**src/rtl/selector4_sched_pkg.sv**
```systemverilog
// rtl/selector4_sched_pkg.sv - shared constants, state type and index helper for selector4_sched
package selector4_sched_pkg;

    localparam int LANES   = 4;
    localparam int IDX_W   = 3;
    localparam int LEN_W   = 2;
    localparam int NUM_REQ = 2;
    localparam int SEL_W   = LANES * IDX_W;

    typedef enum logic {
        IDLE  = 1'b0,
        BURST = 1'b1
    } state_t;

    // Per-lane starting index advanced by the beat number; wraps by IDX_W-bit truncation.
    function automatic logic [SEL_W-1:0] idx_add(input logic [SEL_W-1:0] base,
                                                 input logic [LEN_W-1:0] k);
        logic [SEL_W-1:0] r;
        r = '0;
        for (int i = 0; i < LANES; i++) begin
            r[i*IDX_W +: IDX_W] = base[i*IDX_W +: IDX_W] + IDX_W'(k);
        end
        return r;
    endfunction

endpackage

```
**src/rtl/selector4_sched_rr_arb2.sv**
```systemverilog
// rtl/selector4_sched_rr_arb2.sv - two-way round-robin arbiter with pointer update on accept
module sched_rr_arb2 (
    input  logic       clk_i,
    input  logic       reset_i,
    input  logic [1:0] valid_i,
    input  logic       accept_i,
    output logic [1:0] grant_o
);

    // ptr_q = 0 favours requester 0, 1 favours requester 1
    logic ptr_q;

    always_comb begin
        grant_o = valid_i;
        if (valid_i == 2'b11) begin
            grant_o = ptr_q ? 2'b10 : 2'b01;
        end
    end

    always_ff @(posedge clk_i) begin
        if (reset_i) begin
            ptr_q <= 1'b0;
        end else if (accept_i) begin
            ptr_q <= grant_o[0];
        end
    end

endmodule

```
**src/rtl/selector4_sched.sv**
```systemverilog
// rtl/selector4_sched.sv - round-robin burst scheduler driving the select inputs of a shared selector4
module selector4_sched
    import selector4_sched_pkg::*;
(
    input  logic                        CLK,
    input  logic                        RESET,
    input  logic [NUM_REQ-1:0]          REQ_VALID,
    output logic [NUM_REQ-1:0]          REQ_READY,
    input  logic [NUM_REQ*SEL_W-1:0]    REQ_IDX_A,
    input  logic [NUM_REQ*SEL_W-1:0]    REQ_IDX_B,
    input  logic [NUM_REQ*LANES-1:0]    REQ_SRC,
    input  logic [NUM_REQ*LEN_W-1:0]    REQ_LEN,
    output logic [SEL_W-1:0]            SEL_A_OUT,
    output logic [SEL_W-1:0]            SEL_B_OUT,
    output logic [LANES-1:0]            SEL_OUT,
    output logic                        RSP_VALID,
    output logic                        RSP_ID,
    output logic                        RSP_LAST,
    output logic                        BUSY
);

    state_t             state_q, state_d;
    logic [SEL_W-1:0]   idx_a_q, idx_b_q;
    logic [LANES-1:0]   src_q;
    logic [LEN_W-1:0]   len_q, beat_q;
    logic               id_q;
    logic [SEL_W-1:0]   sel_a_q, sel_b_q;
    logic [LANES-1:0]   sel_q;
    logic               rsp_valid_q, rsp_id_q, rsp_last_q;

    logic [1:0]         grant;
    logic               last_beat, ready_window, accept, win_id;

    assign last_beat    = (state_q == BURST) && (beat_q == len_q);
    assign ready_window = !RESET && ((state_q == IDLE) || last_beat);
    assign accept       = |(REQ_VALID & REQ_READY);
    assign win_id       = grant[1];

    sched_rr_arb2 u_arb (
        .clk_i    (CLK),
        .reset_i  (RESET),
        .valid_i  (REQ_VALID),
        .accept_i (accept),
        .grant_o  (grant)
    );

    always_ff @(posedge CLK) begin
        if (RESET) begin
            state_q <= IDLE;
        end else begin
            state_q <= state_d;
        end
    end

    always_comb begin
        state_d = state_q;
        case (state_q)
            IDLE:    if (accept) state_d = BURST;
            BURST:   if (last_beat && !accept) state_d = IDLE;
            default: state_d = IDLE;
        endcase
    end

    always_comb begin
        REQ_READY = ready_window ? grant : 2'b00;
        BUSY      = (state_q == BURST);
    end

    // SEL registers are loaded with beat 0 at accept so the beat appears the following cycle.
    always_ff @(posedge CLK) begin
        if (RESET) begin
            idx_a_q <= '0;
            idx_b_q <= '0;
            src_q   <= '0;
            len_q   <= '0;
            id_q    <= 1'b0;
            beat_q  <= '0;
            sel_a_q <= '0;
            sel_b_q <= '0;
            sel_q   <= '0;
        end else if (accept) begin
            idx_a_q <= REQ_IDX_A[int'(win_id)*SEL_W +: SEL_W];
            idx_b_q <= REQ_IDX_B[int'(win_id)*SEL_W +: SEL_W];
            src_q   <= REQ_SRC[int'(win_id)*LANES +: LANES];
            len_q   <= REQ_LEN[int'(win_id)*LEN_W +: LEN_W];
            id_q    <= win_id;
            beat_q  <= '0;
            sel_a_q <= REQ_IDX_A[int'(win_id)*SEL_W +: SEL_W];
            sel_b_q <= REQ_IDX_B[int'(win_id)*SEL_W +: SEL_W];
            sel_q   <= REQ_SRC[int'(win_id)*LANES +: LANES];
        end else if ((state_q == BURST) && !last_beat) begin
            beat_q  <= beat_q + LEN_W'(1);
            sel_a_q <= idx_add(idx_a_q, beat_q + LEN_W'(1));
            sel_b_q <= idx_add(idx_b_q, beat_q + LEN_W'(1));
        end
    end

    // One-cycle delay matching the selector4 output register.
    always_ff @(posedge CLK) begin
        if (RESET) begin
            rsp_valid_q <= 1'b0;
            rsp_id_q    <= 1'b0;
            rsp_last_q  <= 1'b0;
        end else begin
            rsp_valid_q <= (state_q == BURST);
            rsp_id_q    <= (state_q == BURST) ? id_q : 1'b0;
            rsp_last_q  <= last_beat;
        end
    end

    assign SEL_A_OUT = sel_a_q;
    assign SEL_B_OUT = sel_b_q;
    assign SEL_OUT   = sel_q;
    assign RSP_VALID = rsp_valid_q;
    assign RSP_ID    = rsp_id_q;
    assign RSP_LAST  = rsp_last_q;

endmodule

```
**config.mk**
```make
export PLATFORM = sky130hd
export DESIGN_NAME = selector4_sched
export DESIGN_NICKNAME = d
export VERILOG_FILES = /design/src/rtl/selector4_sched_pkg.sv /design/src/rtl/selector4_sched_rr_arb2.sv /design/src/rtl/selector4_sched.sv
export SDC_FILE = /design/constraint.sdc
export NUM_CORES = 1
export LEC_CHECK = 0
export CAP_MARGIN = 20
export CORE_ASPECT_RATIO = 0.75
export CORE_UTILIZATION = 30
export CTS_CLUSTER_DIAMETER = 80
export DETAILED_ROUTE_END_ITERATION = 6
export PLACE_DENSITY = 0.53
export SETUP_SLACK_MARGIN = 0.3
export SLEW_MARGIN = 20
export SYNTH_ARGS = -nofsm -noshare
export SYNTH_HDL_FRONTEND = slang
export SYNTH_SLANG_ARGS = --single-unit
```
**constraint.sdc**
```tcl
create_clock -name CLK -period 2.07 [get_ports CLK]
set_clock_uncertainty 0.05 [all_clocks]
set_input_delay 0.3105 -clock CLK [delete_from_list [all_inputs] [get_ports CLK]]
set_output_delay 0.3105 -clock CLK [all_outputs]
set_load 0.01 [all_outputs]
```
=== After elaboration in Yosys (flattened, before gate mapping) ===
Index checks and enable logic that the tools add are counted.

* Register bits after elaboration: 62
* Bits of input ports: 64
* Output and inout port bits: 34
* Word-level logic and storage cells: 53

* $add $sub $neg: 9
* $mul: 1
* Eq/ne operators: 2
* Shifts and indexed selects: 4
* Multiplexer cells: 10
* Bitwise operators: 2
* Reduce and logical (&&, ||, !) cells: 12

{| class="wikitable"
|+ Operators with widths
! kind !! number
|-
| 2-to-1 mux 12 bit || 4
|-
| indexed part select 24 x 32 -> 12 bit || 1
|-
| adder 3 x 2 -> 3 bit || 8
|-
| indexed part select 24 x 6 -> 12 bit || 1
|-
| indexed part select 8 x 4 -> 4 bit || 1
|-
| 2-to-1 mux 2 bit || 3
|-
| logical AND 1 bit || 4
|-
| OR reduction 2 bit || 2
|-
| indexed part select 4 x 3 -> 2 bit || 1
|-
| zero test 1 bit || 3
|-
| multiplier 1 x 2 -> 3 bit (second input constant) || 1
|-
| OR reduction 3 bit || 1
|-
| adder 2 x 1 -> 2 bit (second input constant) || 1
|-
| bitwise AND 2 bit || 1
|-
| equality test 2 bit || 1
|-
| equality test 2 bit (second input constant) || 1
|-
| 2-to-1 mux 1 bit || 2
|-
| one-hot mux 1 bit (2 select lines) || 1
|-
| nonzero test 2 bit || 1
|-
| logical OR 1 bit || 1
|-
| NOT 1 bit || 1
|}

=== Longest topological paths before layout ===
Gate-level depths: netlist of run 1.

* Depth in word-level cells: 11
* Mapped depth: 7
* Depth with buffers taken out: 7

=== Cells and area by module ===
A second synthesis of run 1 with hierarchy kept.

* Cell total of the unflattened synthesis: 340
* Area total of the unflattened synthesis: 3256.9 um^2

{| class="wikitable"
|+ By module, submodules not included
! module !! instances !! cells each !! area each (um^2) !! sequential area each (um^2)
|-
| selector4_sched || 1 || 333 || 3189.3 || 1221.2
|-
| sched_rr_arb2 || 1 || 7 || 67.6 || 20.0
|}

=== Least setup slack after synthesis of run 1 ===
Ideal clock, no wire load.

* Path type: register to register
* From: register beat_q[0]
* To: register sel_a_q[11], in the netlist SEL_A_OUT[11]
* Library setup time: 132 ps
* Arrival: 1694 ps
* Data required time: 1888 ps
* Path slack: 193 ps
* Stages on the path, launching flop included: 8
* Buffers on the path: 0
* Clock period less this slack: 1877 ps
* Cells stage by stage: dfxtp_1 inv_1 nor2_1 or2_2 fa_1 xor2_1 nand3_1 o41ai_2

* Longest elaborated chain between the ends: 8
* Elaborated cells between the ends (all ways): 14
* Classes of those cells: add/sub: 2; eq/ne: 1; mux: 3; bitwise: 1; reduce/logical: 7

{| class="wikitable"
|+ Ends and longest elaborated chain
! item !! line !! RTL
|-
| from (decl) || selector4_sched.sv:25 || <nowiki>logic [LEN_W-1:0] len_q, beat_q;</nowiki>
|-
| from (signal assigned) || selector4_sched.sv:92 || <nowiki>beat_q <= beat_q + LEN_W'(1);</nowiki>
|-
| branches (longest 8 deep; another with adder 3 x 2 -> 3 bit) || - ||
|-
| to (signal assigned) || selector4_sched.sv:88 || <nowiki>sel_a_q <= REQ_IDX_A[int'(win_id)*SEL_W +: SEL_W];</nowiki>
|-
| to (signal assigned) || selector4_sched.sv:93 || <nowiki>sel_a_q <= idx_add(idx_a_q, beat_q + LEN_W'(1));</nowiki>
|-
| to (decl) || selector4_sched.sv:27 || <nowiki>logic [SEL_W-1:0] sel_a_q, sel_b_q;</nowiki>
|}

Several ways; the timed one is not identified. The select of a mux whose other input is x is not followed.
A chain may end at the register's enable or synchronous reset.

=== Final worst setup path of run 1 ===
* From: register beat_q[0]
* To: register sel_b_q[2], in the netlist SEL_B_OUT[2]

* Longest elaborated chain between the ends: 8
* Elaborated cells between the ends (all ways): 14
* Classes of those cells: add/sub: 2; eq/ne: 1; mux: 3; bitwise: 1; reduce/logical: 7

{| class="wikitable"
|+ Ends and longest elaborated chain
! item !! line !! RTL
|-
| branches (longest 8 deep; another with adder 3 x 2 -> 3 bit) || - ||
|-
| to (signal assigned) || selector4_sched.sv:89 || <nowiki>sel_b_q <= REQ_IDX_B[int'(win_id)*SEL_W +: SEL_W];</nowiki>
|-
| to (signal assigned) || selector4_sched.sv:94 || <nowiki>sel_b_q <= idx_add(idx_b_q, beat_q + LEN_W'(1));</nowiki>
|-
| to (decl) || selector4_sched.sv:27 ||
|}

Several ways; the timed one is not identified. The select of a mux whose other input is x is not followed.

==> reports/results.env, run 1 <==
AREA_GROWTH_PCT=49.0
WL_UM=10000
ACHIEVABLE-FREQUENCY_MHz=539
POWER.IR.VDD_WORST_mV=0.371
MAX_SLEW_HEADROOM=0.724
INITIAL_CORE_UTIL=0.309
MAX_STAGE_DELAY_PS=420
DIE-AREA_SQ_UM=11700
CLK_PIN_SLEW_PS=50
ANTENNA_FOUND_INITIAL=0
AVGSYNTHCELLAREA_SQ_UM=9.40
IOS=98
POWER.SHARE.SWITCHING=0.278
SWITCHINGPOWER_uW=1070
FP-ROW-COUNT=33
CP_CELL_SEQUENCE='buf_6 -> inv_4 -> nor2_2 -> or2_4 -> fa_2 -> xnor2_2 -> o32ai_2'
YS_FF_LATCH=62
ANTENNA_CELLS=0
HOLD_VIOL_FINAL=0
IO_BUFFER_COUNT=97
CTS_MAX_LEVEL=3
PATH_MAX_FANOUT=8
VIAS_IN_THE_FIRST_GLOBAL_ROUTE=3122
SETUP_VIOL=0
SYNTH_CELL_TYPE_COUNT=40
DRV_CAP=0
DIE_WIDTH_UM=125
CTS_TREE='built'
CRITICAL_PATH_SLOWEST_STAGE_CELL='fa_2'
DRC_ERRORS=2
VIOLATIONS='DRC'
P_COMB_FRAC=0.254
GRT_SETUP_UNREPAIRED='yes'
GRT_PASS1_WL_UM=15900
FRACTION_OF_FINAL_LAYOUT_CELLS_SIZED_BEYOND_DRIVE_STRENGTH_1=0.206
POSTSYNTH.ASYNCRESETSHARE=0
ROUTE.DETAILED.VIAS_PER_INST=5.06
LEAKAGE_POWER_TOTAL_uW=0.00200
CTS-ROOT-TO-SINK-BUFFERS=2
GP_ROUTABILITY_CONGESTION=0.720
POWER.SEQUENTIAL.FRACTION=0.369
YS_WARN_COUNT=0
CRIT_TYPE='flip-flop to flip-flop'
CTS.SINKS=62
FIN_UTIL=0.461
FP.DIEH_UM=94.0
CP-START-KIND='flip-flop'
DRT_ITER0_MARKERS=194
WORSTPATHREQUIRED_PS=2270
FIN_NETS=547
GRT.TOTAL_USAGE=0.174
SYNTH_TOP_AREA_CELL='dfxtp_1'
RUN_STATUS='complete, but fails checks'
SYNTH_MOST_COMMON_CELL='dfxtp_1'
CTS_BUFFERS=9
GRT_START_MAX_NET_PINS=53
WORST_HOLD_PATH_TYPE='input pin to flip-flop'
INTERNAL-POWER_uW=2780
TNS_PS=0
GLOBAL_ROUTE.OVERFLOW_TOTAL=0
NETLIST.AREA_LEADER.SHARE=0.367
VIAS=3095
SYN_AREA_SQ_UM=3380
TIMING.CRITICAL_PATH.ARRIVAL_PS=2050
ROUTEDWLPERCELL_UM=16.4
CTS_HOLD_BUFFERS=0
DETAIL_ROUTE.FIRST_PASS.ITERATIONS=6
FLOORPLAN.CORE_AREA_SQ_UM=10900
TIMING_WORST_SLEW_PIN_VALUE_PS=413
NUMBER_OF_ENABLE_TYPE_REGISTER_CELLS_IN_THE_SYNTHESIZED_NETLIST=0
YOSYS_MOST_USED_DFF='dfxtp_1'
FINAL.FILL_COUNT=1014
SYNTHESIS.INSTANCES=360
DP.FINAL_HPWL_UM=6800
ANT_NETS=0
END_KIND='flip-flop'
CLOCK-ROOT-BUFFER='clkbuf_16'
SYNTH_COMMON_CELLS='dfxtp_1, a21oi_1, mux2i_1, nand2_1, and3_1'
SYNTH_SEQUENTIAL_AREA_RATIO=0.367
SYNTH_AREA_LEADERS='dfxtp_1, mux2i_1, a211oi_1'
CLKPWRFRAC=0.378
PERIOD_NEEDED_PS=1850
FINAL.PERIOD_UTILIZATION=0.896
SYNTH_FP_NETS=440
CLOCK_INSERTION_DELAY_WORST_SKEW_PS=330
SLEW_VIOL_FINAL=0
POWER_DENSITY_nW_PER_UM2=763
-- metrics by stage --
stage / hold WS (ps) / worst slack [ps] / power (uW) / cell area (sq um) / std cells
after floorplan: 380 / 379 / 1930 / 3390 / 360
after global placement: 398 / -108 / 2330 / 4550 / 590
after detailed placement: 400 / -118 / 2350 / 4550 / 590
after CTS: 335 / 199 / 3840 / 4890 / 608
after global routing: 367 / 155 / 4050 / 5040 / 612
final: 369 / 216 / 3850 / 5040 / 612
-- power by group through the flow --
stage / registers [uW] / clock network, uW / logic [uW]
finish: 1420 / 1450 / 976
global route: 1440 / 1540 / 1070
CTS: 1420 / 1490 / 941
detailed placement: 1440 / 0 / 915
global placement: 1430 / 0 / 899
floorplan: 1460 / 0 / 478
-- area by class of cell --
class / instances / area (sq um) / area share
multi-input cells: 263 / 2080 / 0.412
clock inverters: 5 / 50.0 / 0.00992
repair buffers: 129 / 1250 / 0.248
well taps: 140 / 175 / 0.0347
clock buffers: 11 / 233 / 0.0461
flip-flops and latches: 62 / 1250 / 0.248
inverters: 2 / 10.0 / 0.00198
-- cells by family after synthesis --
| kind of cell | Yosys count | share of synthesized area |
|---|---|---|
| fa+ha+maj | 16 | 0.0769 |
| compound gates | 102 | 0.227 |
| xor+xnor | 10 | 0.0259 |
| buf+inv | 35 | 0.0636 |
| flops | 62 | 0.367 |
| simple gates | 106 | 0.154 |
| mux | 29 | 0.0858 |
-- final timing paths --
path	from	slack (ps)	depth (start not counted)	endpoint
setup / recovery	beat_q[0]	220	7	SEL_B_OUT[2]
hold reg to reg	idx_b_q[6]	410	2	idx_b_q[6]
hold / removal	RESET	370	2	SEL_B_OUT[10]
setup reg to reg	beat_q[0]	220	7	SEL_B_OUT[2]
-- worst max-delay path, delay by kind of cell, from the launching register on --
family	cells	cell delay, ps
fa+ha+maj	1	420
compound gates	1	260
buf+inv	2	170
xor+xnor	1	160
flops	1	360
simple gates	2	340
-- what timing repair did --
item,CTS,global route
gates resized for setup,18,30
gates cloned,0,1
pin swaps,12,9
endpoints found under the setup margin,46,50
setup buffers,2,3
-- per-layer routing --
metal,global-route usage,wire length [um],vias to the layer above
met2,0.267,4420,90
met4,0.0582,120,0
met1,0.234,4890,1447
met5,0,0,-
li1,-,-,1543
met3,0.0490,589,15
-- sequential cells by signal (all words and copies together), names as in the netlist --
| signal | flops |
|---|---|
| SEL_A_OUT | 12 |
| SEL_B_OUT | 12 |
| idx_a_q | 12 |
| idx_b_q | 12 |
| SEL_OUT | 4 |
| beat_q | 2 |
| len_q | 2 |
| BUSY | 1 |
| RSP_ID | 1 |
| RSP_LAST | 1 |
| RSP_VALID | 1 |
| id_q | 1 |
| u_arb.ptr_q | 1 |
-- cells in the final DEF, fill, tap and decap left out, types with 7 or more instances in the layout --
master           instances
o41ai_1                 11
a211oi_2                 7
nor2_1                  18
o21ai_0                  7
a21oi_1                 33
and3_1                  24
clkbuf_16                9
buf_4                   23
clkdlybuf4s50_1         92
mux2i_1                 29
fa_2                     8
nand2_1                 29
dfxtp_1                 58
nand3_1                 21
a211oi_1                23
Note: power is estimated with default switching activity, not from simulation.
==> run 2, diff against run 1 <==
--- a/config.mk
+++ b/config.mk
@@ -5,6 +5,7 @@
 export SDC_FILE = /design/constraint.sdc
 export NUM_CORES = 1
 export LEC_CHECK = 0
+export ABC_CLOCK_PERIOD_IN_PS = 2070
 export CAP_MARGIN = 20
 export CORE_ASPECT_RATIO = 0.75
 export CORE_UTILIZATION = 30
==> results of run 2 <==
Final layout, timing and power as in run 1 (identical DEF).
==> run 3, diff against run 2 <==
--- a/config.mk
+++ b/config.mk
@@ -5,14 +5,16 @@
 export SDC_FILE = /design/constraint.sdc
 export NUM_CORES = 1
 export LEC_CHECK = 0
+export ABC_AREA = 1
 export ABC_CLOCK_PERIOD_IN_PS = 2070
 export CAP_MARGIN = 20
 export CORE_ASPECT_RATIO = 0.75
 export CORE_UTILIZATION = 30
 export CTS_CLUSTER_DIAMETER = 80
 export DETAILED_ROUTE_END_ITERATION = 6
-export PLACE_DENSITY = 0.53
+export PLACE_DENSITY = 0.52
 export SETUP_SLACK_MARGIN = 0.3
+export SKIP_CTS_REPAIR_TIMING = 1
 export SLEW_MARGIN = 20
 export SYNTH_ARGS = -nofsm -noshare
 export SYNTH_HDL_FRONTEND = slang
==> reports/results.env, run 3 <==
TOTAL_POWER_uW=4010  # +4.3%
CRIT_TYPE='flip-flop to primary output'
GRT_PASS1_WL_UM=16600  # +4.5%
IOS=98  # unchanged
WORST_HOLD_PATH_TYPE='flip-flop to flip-flop'
DRT_ITER0_MARKERS=227  # +17%
GLOBAL_ROUTE.OVERFLOW_TOTAL=0  # unchanged
MET2ROUTEDLENGTH_UM=4510  # +2.2%
VIAS=3574  # +15%
ANT_NETS=0  # unchanged
TIMING_WORST_SLEW_PIN_VALUE_PS=379  # -34.8 ps
SETUP_VIOL=0  # unchanged
ANTENNA_CELLS=0  # unchanged
CTS-ROOT-TO-SINK-BUFFERS=2  # unchanged
FIN_NETS=670  # +22%
FINAL_CELL_COUNT_NO_FILL=735  # +20%
PERIOD_NEEDED_PS=1790  # -68.3 ps
FRACTION_OF_FINAL_LAYOUT_CELLS_SIZED_BEYOND_DRIVE_STRENGTH_1=0.131  # -0.0744
AVGSYNTHCELLAREA_SQ_UM=7.16  # -24%
SYNTH_SIMPLE_GATE_AREA_FRAC=0.249  # +0.0948
SETUP.WORST_PATH.START='beat_q[1]'
WORSTPATHREQUIRED_PS=1710  # -560 ps
PATH_MAX_FANOUT=4  # -4
CP-START-KIND='flip-flop'
SHARE_OF_THE_SYNTHESIZED_AREA_IN_COMPOUND_GATES_AO_OA_AOI_OAI=0.180  # -0.0473
MAIN_COMBINATIONAL_CELL_FAMILY_BY_AREA_AFTER_SYNTHESIS='simple AND/OR/NAND/NOR gates'
NUMBER_OF_ENABLE_TYPE_REGISTER_CELLS_IN_THE_SYNTHESIZED_NETLIST=0  # unchanged
VIAS_IN_THE_FIRST_GLOBAL_ROUTE=3404  # +9.0%
INITIAL_CORE_UTIL=0.314  # +0.00475
YOSYS_MOST_USED_DFF='dfxtp_1'
DETAIL_ROUTE.FIRST_PASS.ITERATIONS=4  # -2
GRT_START_MAX_NET_PINS=61  # +15%
SLEW_VIOL_FINAL=0  # unchanged
PLACED_CELLS=714  # +21%
POSTSYNTH.ASYNCRESETSHARE=0  # unchanged
HOLD_VIOL_FINAL=0  # unchanged
END_KIND='primary output'
SYNTH_FP_NETS=567  # +29%
FIN_UTIL=0.473  # +0.0116
YS_FF_LATCH=62  # unchanged
MUXSHAREOFSYNTHAREA=0  # -0.0858
CTS.SINKS=62  # unchanged
CTS_BUFFERS=9  # unchanged
DETAIL_ROUTE.WIRELENGTH.MET1_UM=5140  # +5.0%
POWER.IR.VDD_WORST_mV=0.371  # about the same
CTS_MAX_LEVEL=3  # unchanged
YS_WARN_COUNT=0  # unchanged
NETLIST.AREA_LEADER.SHARE=0.356  # -0.0109
FINAL.PERIOD_UTILIZATION=0.863  # -0.0330
CLK_PIN_SLEW_PS=50  # about the same
HOLD_PATH.STARTPOINT='id_q'
SYNTH_MOST_COMMON_CELL='nand2_1'
SYNTHESIS.INSTANCES=487  # +35%
WL_UM=10400  # +3.5%
ROUTEDWLPERCELL_UM=14.1  # -14%
SYNTH_ADDER_AREA_SHARE=0.0746  # -0.00229
TIMING.CRITICAL_PATH.ARRIVAL_PS=1430  # -620 ps
LAYOUT.CELLS.MOST_COMMON_LIST='nand2_1, clkdlybuf4s50_1, dfxtp_1'
RUN_STATUS='finished, final reports clean'
CTS_TREE='built'
SYN_AREA_SQ_UM=3490  # +3.1%
FP.DIEH_UM=95.4  # +1.5%
FLOORPLAN.CORE_AREA_SQ_UM=11100  # +1.5%
POWER_DENSITY_nW_PER_UM2=765  # +0.25%
SYNTH_TOP_AREA_CELL='dfxtp_1'
SYNTH_CELL_TYPE_COUNT=26  # -35%
WORST-R2R-SETUP-SLACK_PS=370  # +150 ps
ANTENNA_FOUND_INITIAL=0  # unchanged
AREA_GROWTH_PCT=50.5
CLOCK-ROOT-BUFFER='clkbuf_16'
R2R-START='beat_q[1]'
DIE-AREA_SQ_UM=12100  # +3.0%
DP.FINAL_HPWL_UM=6790  # -0.20%
FP-ROW-COUNT=33  # unchanged
GP_ROUTABILITY_CONGESTION=0.733  # +1.8%
GRT_SETUP_UNREPAIRED='yes'
SYNTH_XOR_AREA_FRAC=0.0251  # -0.000770
SYNTH_SEQUENTIAL_AREA_RATIO=0.356  # -0.0109
CLOCK_INSERTION_DELAY_WORST_SKEW_PS=330  # about the same
MAX_SLEW_HEADROOM=0.748  # +0.0232
MET3ROUTEDLENGTH_UM=635  # +7.8%
ROUTE.DETAILED.VIAS_PER_INST=4.86  # -3.8%
IO_BUFFER_COUNT=97  # unchanged
HIGHEST_SIGNAL_LAYER='met4'
SYNTH_COMMON_CELLS='nand2_1, dfxtp_1, inv_1'
GRT.TOTAL_USAGE=0.175  # +0.000814
DRC_ERRORS=0  # -2
LAYOUT.CELLS.MOST_COMMON='nand2_1'
ACHIEVABLE-FREQUENCY_MHz=560  # +3.8%
DIE_WIDTH_UM=127  # +1.5%
LEAKAGE_POWER_TOTAL_uW=0.00250  # +25%
SYNTH_AREA_LEADERS='dfxtp_1, nand2_1, inv_1'
DRV_CAP=0  # unchanged
## run 3: worst paths after layout
| kind | to | cells past startpoint |
|---|---|---|
| setup / recovery | REQ_READY[0] | 6 |
| hold / removal | RSP_ID | 2 |
| setup reg to reg | idx_a_q[4] | 9 |
| hold reg to reg | RSP_ID | 2 |
## run 3: logic make-up after synthesis
logic type | after synthesis
buffers and inverters | 98
xor gates and xnor gates | 10
DFF | 62
adders and majority gates | 16
AOI/OAI and AO/OA | 85
and+or+nand+nor | 216
## run 3: final cells by class
cell class	instances	area [sq um]
inverters	60	228
clock inverters	4	70.1
clock buffers	12	246
fillers	1109	5860
flip-flops and latches	62	1250
multi-input cells	327	1940
well taps	140	175
repair buffers	130	1340
## run 3: metrics by stage
stage / setup WS (ps) / cell area (sq um) / setup TNS (ps) / hold slack, ps
floorplan: 331 / 3510 / 0 / 365
global placement: -68.6 / 4740 / -76.9 / 388
detailed placement: -115 / 4740 / -157 / 394
CTS: -247 / 5060 / -447 / 402
global route: 185 / 5250 / 0 / 409
finish: 284 / 5250 / 0 / 398
## run 3: metal layers
layer / vias up / track usage
li1: 1813 / -
met1: 1656 / 0.231
met5: - / 0
met4: 0 / 0.0382
met2: 93 / 0.282
met3: 12 / 0.0533
## run 3: worst max-delay path: stages, from the launching register on
cell	delay, ps
dfxtp_4	370
xnor2_2	160
nand2_2	100
nand2_4	100
nand4_1	160
inv_2	100
buf_6	100
## run 3: power by group
part           leakage (uW)  internal, uW  switching (uW)
Clock              0.000157          1080             525
Sequential         0.000516          1330            85.3
Combinational       0.00183           504             491
Total               0.00250          2910            1100
